**src/rtl/p2s_idle_tx.sv**
```systemverilog
// rtl/p2s_idle_tx.sv - parallel-to-serial transmitter with comma insertion
module p2s_idle_tx #(
    parameter logic [7:0] COMMA      = 8'hBC,
    parameter int         SYNC_COUNT = 4
) (
    input  logic       clk_32f,
    input  logic       reset,
    input  logic [7:0] data_in,
    input  logic       valid_in,
    output logic       ready_out,
    output logic       data_out,
    output logic       idle_out,
    output logic       sync_done
);

    typedef enum logic {SYNC, ACTIVE} state_t;

    state_t     state, state_nxt;
    logic [2:0] cnt;
    logic [7:0] sh;
    logic [7:0] buf_q;
    logic       buf_full;
    logic [3:0] sync_cnt, sync_cnt_nxt;
    logic       sync_done_nxt;
    logic       load;
    logic       take_buf;
    logic [7:0] next_byte;
    logic       accept;

    assign ready_out = (state == ACTIVE) && !buf_full;
    assign accept    = valid_in && ready_out;

    always_comb begin
        state_nxt     = state;
        sync_cnt_nxt  = sync_cnt;
        sync_done_nxt = sync_done;
        load          = (cnt == 3'd7);
        take_buf      = load && (state == ACTIVE) && buf_full;
        next_byte     = take_buf ? buf_q : COMMA;
        if (load && (state == SYNC)) begin
            sync_cnt_nxt = sync_cnt + 4'd1;
            if (sync_cnt == 4'(SYNC_COUNT - 1)) begin
                state_nxt     = ACTIVE;
                sync_done_nxt = 1'b1;
            end
        end
    end

    always_ff @(posedge clk_32f or posedge reset) begin
        if (reset) begin
            state     <= SYNC;
            sync_cnt  <= 4'd0;
            sync_done <= 1'b0;
        end else begin
            state     <= state_nxt;
            sync_cnt  <= sync_cnt_nxt;
            sync_done <= sync_done_nxt;
        end
    end

    always_ff @(posedge clk_32f or posedge reset) begin
        if (reset) begin
            cnt      <= 3'd7;
            sh       <= 8'd0;
            buf_q    <= 8'd0;
            buf_full <= 1'b0;
            data_out <= 1'b0;
            idle_out <= 1'b0;
        end else begin
            cnt <= cnt + 3'd1;
            if (load) begin
                sh       <= next_byte;
                data_out <= next_byte[7];
                idle_out <= !take_buf;
                if (take_buf)
                    buf_full <= 1'b0;
            end else begin
                data_out <= sh[3'd6 - cnt];
            end
            // ready_out is low while full, so an accept never overlaps take_buf
            if (accept) begin
                buf_q    <= data_in;
                buf_full <= 1'b1;
            end
        end
    end

endmodule

```
**config.mk**
```make
export PLATFORM = sky130hd
export DESIGN_NAME = p2s_idle_tx
export DESIGN_NICKNAME = d
export VERILOG_FILES = /design/src/rtl/p2s_idle_tx.sv
export SDC_FILE = /design/constraint.sdc
export NUM_CORES = 1
export LEC_CHECK = 0
export CAP_MARGIN = 20
export CORE_MARGIN = 8
export CORE_UTILIZATION = 50
export CTS_CLUSTER_SIZE = 40
export DETAILED_ROUTE_END_ITERATION = 6
export PLACE_DENSITY = 0.74
export REMOVE_ABC_BUFFERS = 1
export SETUP_SLACK_MARGIN = 0.1
export SLEW_MARGIN = 15
export SYNTH_ARGS = -nofsm -noshare
export SYNTH_HDL_FRONTEND = slang
export SYNTH_SLANG_ARGS = --single-unit
```
**constraint.sdc**
```tcl
create_clock -name clk_32f -period 1.9 [get_ports clk_32f]
set_input_delay 0.38 -clock clk_32f [delete_from_list [all_inputs] [get_ports clk_32f]]
set_output_delay 0.38 -clock clk_32f [all_outputs]
set_load 0.02 [all_outputs]
```
# [Yosys cells after proc, flatten, opt, wreduce, memory -nomap -nowiden]
# Cells that the tools add are included.
[word_totals] reg_bits=27 inputBits=11 out_inout_bits=4 word_cells=33
[classes] n_addsub=3 magnitude_cmp=1 n_eq_ne=2 n_mux=7 bitwise=1 reduce_logical=11
[op_table] op="$mux W8" count=1
[op_table] op="$logic_and A1 B1 Y1" count=5
[op_table] op="$mux W1" count=5
[op_table] op="$add A4 B1 Y4 const B" count=1
[op_table] op="$eq A4 B2 Y1 const B" count=1
[op_table] op="$lt A3 B4 Y1 const B" count=1
[op_table] op="$reduce_and A2 Y1" count=2
[op_table] op="$reduce_bool A2 Y1" count=2
[op_table] op="$add A3 B1 Y3 const B" count=1
[op_table] op="$bmux W1 S3" count=1
[op_table] op="$eq A3 B3 Y1 const B" count=1
[op_table] op="$sub A3 B3 Y3 const A" count=1
[op_table] op="$logic_not A1 Y1" count=2
[op_table] op="$not A1 Y1" count=1

# [Depth between registers and ports, before layout]
[logic_depth] word_depth=6 ltp_mapped=5 ltp_nobuf=5

# [Worst setup path before layout]
# Ideal clock, no wire load.
[synth_path] kind="register to register" from="register cnt[0]" to="register sync_cnt[1]" setup_time_ns=0.125 arrival_time_ns=1.478 required_time_ns=1.775 path_slack_ns=0.298 stages_incl_launch_ff=5 n_path_buf=0 synth_period_minus_slack_ns=1.602 path_cell_list="dfstp_2 > ha_1 > ha_1 > nor2b_1 > mux2_2"
[synth_via] elab_chain_cells=2
[synth_rtl] item="from (decl)" line_no="19" rtl="logic [2:0] cnt;"
[synth_rtl] item="from (signal assigned)" line_no="70" rtl="cnt <= cnt + 3'd1;"
[synth_rtl] item="$eq A3 B3 Y1" line_no="37" rtl="load = (cnt == 3'd7);"
[synth_rtl] item="$logic_and A1 B1 Y1" line_no="40" rtl="if (load && (state == SYNC)) begin"
[synth_rtl] item="to (signal assigned)" line_no="56" rtl="sync_cnt <= sync_cnt_nxt;"
[synth_rtl] item="to (decl)" line_no="23" rtl="logic [3:0] sync_cnt, sync_cnt_nxt;"
# No other way between the ends.
# A chain may end at the register's enable or synchronous reset.

# [Worst setup path in the final report]
[layout_path] from="register buf_full" to="output ready_out"
[layout_via] elab_chain_cells=2
[layout_rtl] item="from (decl)" line_no="22" rtl="logic buf_full;"
[layout_rtl] item="from (signal assigned)" line_no="66" rtl="buf_full <= 1'b0;"
[layout_rtl] item="from (signal assigned)" line_no="76" rtl="buf_full <= 1'b0;"
[layout_rtl] item="from (signal assigned)" line_no="83" rtl="buf_full <= 1'b1;"
[layout_rtl] item="$logic_not A1 Y1" line_no="30" rtl="assign ready_out = (state == ACTIVE) && !buf_full;"
[layout_rtl] item="$logic_and A1 B1 Y1" line_no="30"
[layout_rtl] item="to (decl)" line_no="10" rtl="output logic ready_out,"
# No other way between the ends.

==> reports/qor.csv <==
metric,value,unit
critical_path_peak_fanout,4,
top_level_ports,15,
end_kind,primary output,
h-tree-depth,1,
worstSetupPathType,reg2out,
vias_per_cell,5.28,
core.rowCount,17,
nFillCells,178,
drtIter0Drc,4,
worst_slew_pin_slew,0.334,ns
die_h,62.9,um
syn_area,1100,um2
arrival,1.32,ns
multi_input_area,382,um2
worst_setup_path_start_kind,register,
netlist_instances,81,
clkLatencyLatePin,0.32,ns
grt_overflow,0,
synth.area.mux_share,14.9,%
synth_top_family_by_area,multiplexers,
post-route-util,60.9,%
synth-seq-cells,27,
grt_max_degree,28,
grt_pass1_wl,3260,um
wl_per_cell,14.0,um
num_vias,676,
cellPowerDensity,774,nW/um2
synthSimpleGateAreaFrac,7.29,%
area_growth,19.1,%
clk_path_buf_depth,2,
hpwl,1340,um
synth-adder-area-share,3.42,%
io_buffers,14,
syn_area_per_cell,13.6,um2
synth-seq-area-share,61.8,%
status,"complete, no violations",
fin_nets,115,
antenna_found_initial,0,
rsz0062_at_grt,no,
core-area,2150,um2
dieArea,3950,um2
drc,0,
period_minus_slack,1.70,ns
dr.pass1.iters,4,
finalSetupTns,0,ns
drive_above_1_share,15.0,%
place_area,1280,um2
slew_violations,0,
num_antenna_cells,0,
clock_sinks,27,
final_cell_mix,"dfrtp_1 (24), clkdlybuf4s50_1 (12), mux2_1 (8)",
setup_slack,0.196,ns
hold_violations,0,
clk_pin_slew,0.15,ns
synth_compound_area_share,6.72,%
top_usage_layer,met2,
start_util,51.1,%
required,1.52,ns
min_path_type,in2async,
relSlewSlack,77.7,%
setup_viol,0,
postCtsSetupRepairBufs,0,
cap_violations,0,
design_area,1310,um2
finalCritPeriodShare,89.7,%
synth_xor_area_share,2.39,%
grt_pass1_vias,723,
gp_congestion,0.713,
use_met3,3.05,%
postRouteAntennaNets,0,
fmax,587,MHz
cts_tree,done,
groute.layer.met2.usage,16.9,%
synth_cell_types,27,
drt-total-wl,1790,um
cts_made_buffers,3,
layout_commonest_cell,dfrtp_1,
dpl_worst_slack,0.218,ns
gr-usage-all-layers,10.1,%
vdd_ir_drop_max,0.561,mV
finalClockSkew,0.00657,ns
p_leak,0.000607,uW
die_w,62.9,um
seq_area,679,um2
cts.root.buffer_cell,clkbuf_4,
gr-usage-met1,11.2,%
yosys_warnings,0,
## synth_stat cells (all sizes together)
library cell  count  area share [%]
dfrtp            24              55
xor2              1            0.80
nor2b             1            0.57
clkbuf            1            0.34
mux2              9             9.2
nand3             1            0.46
and2b             1            0.68
or2               1            0.57
o21ai             6             3.1
a21oi             1            0.46
and3              1            0.57
nand2             5             1.9
buf               1             1.0
xnor2             2             1.6
dfstp             3             7.2
mux2i             4             3.6
o22a              4             3.2
ha                3             3.4
mux4              1             2.0
nor4bb            1            0.91
nor2              3             1.0
inv               6             2.0
nand4             1            0.57
## through the flow
| step | hold WS [ns] | std cells | power (uW) |
|---|---|---|---|
| 4_1_cts | 0.396 | 128 | 1030 |
| 2_1_floorplan | 0.430 | 79 | 729 |
| 3_5_place_dp | 0.470 | 124 | 781 |
| 6_report | 0.393 | 128 | 1010 |
| 5_1_grt | 0.408 | 128 | 1070 |
| 3_3_place_gp | 0.466 | 124 | 774 |
## state kept, by name, summed over array words and instances, names as in the netlist
name and cells:
buf_full 1, sh 8, sync_cnt 4, buf_q 8
cnt 3, idle_out 1, data_out 1, state 1
## final cells by class
type                            instances  area share (%)
Sequential cell                        27            51.9
Timing Repair Buffer                   17            12.2
Clock buffer                            3            1.72
Clock inverter                          1           0.574
Inverter                                6            1.72
Tap cell                               28            2.68
Multi-Input combinational cell         46            29.2
## what timing repair did
| item | CTS | global route |
|---|---|---|
| resized for setup | 2 | 0 |
| hold endpoints to repair | 0 | 0 |
| hold buffers | 0 | 0 |
| endpoints found under the setup margin | 2 | 0 |
## worst paths after layout
| path | from | to | slack (ns) | depth (start not counted) |
|---|---|---|---|---|
| max | buf_full | ready_out | 0.20 | 2 |
| min | reset | sh[7] | 0.39 | 3 |
| max reg2reg | cnt[0] | sync_cnt[1] | 0.20 | 4 |
| min reg2reg | sync_cnt[3] | sync_cnt[3] | 0.50 | 1 |
| max in group asynchronous | reset | cnt[0] | 1.21 | 3 |
| min in group clk_32f | sync_cnt[3] | sync_cnt[3] | 0.50 | 1 |
## routing by layer
metal	share of wire, %	wire length, um
met1	44	793
met2	51	920
met3	3.3	59
met4	1.1	19
met5	0	0
## power breakdown
group	switching (uW)	internal, uW	leakage [uW]
sequential	27.3	627	0.000318
combinational	45.1	67.1	0.000276
clock	167	80.4	0.0000139
total	239	774	0.000607
## kinds of logic (layout without fill, tap and decap cells)
kind of cell	Yosys count	after routing
AOI/OAI and AO/OA	11	11
buffers and inverters	8	27
adders and majority gates	3	3
xor gates and xnor gates	3	3
muxes	14	14
DFF	27	27
and+or+nand+nor	15	15
## critical path, stage by stage, from the launching register on
cell,delay [ns]
dfrtp_1,0.44
and2b_1,0.23
dlygate4sd2_1,0.34
(Power assumes the default switching activity.)
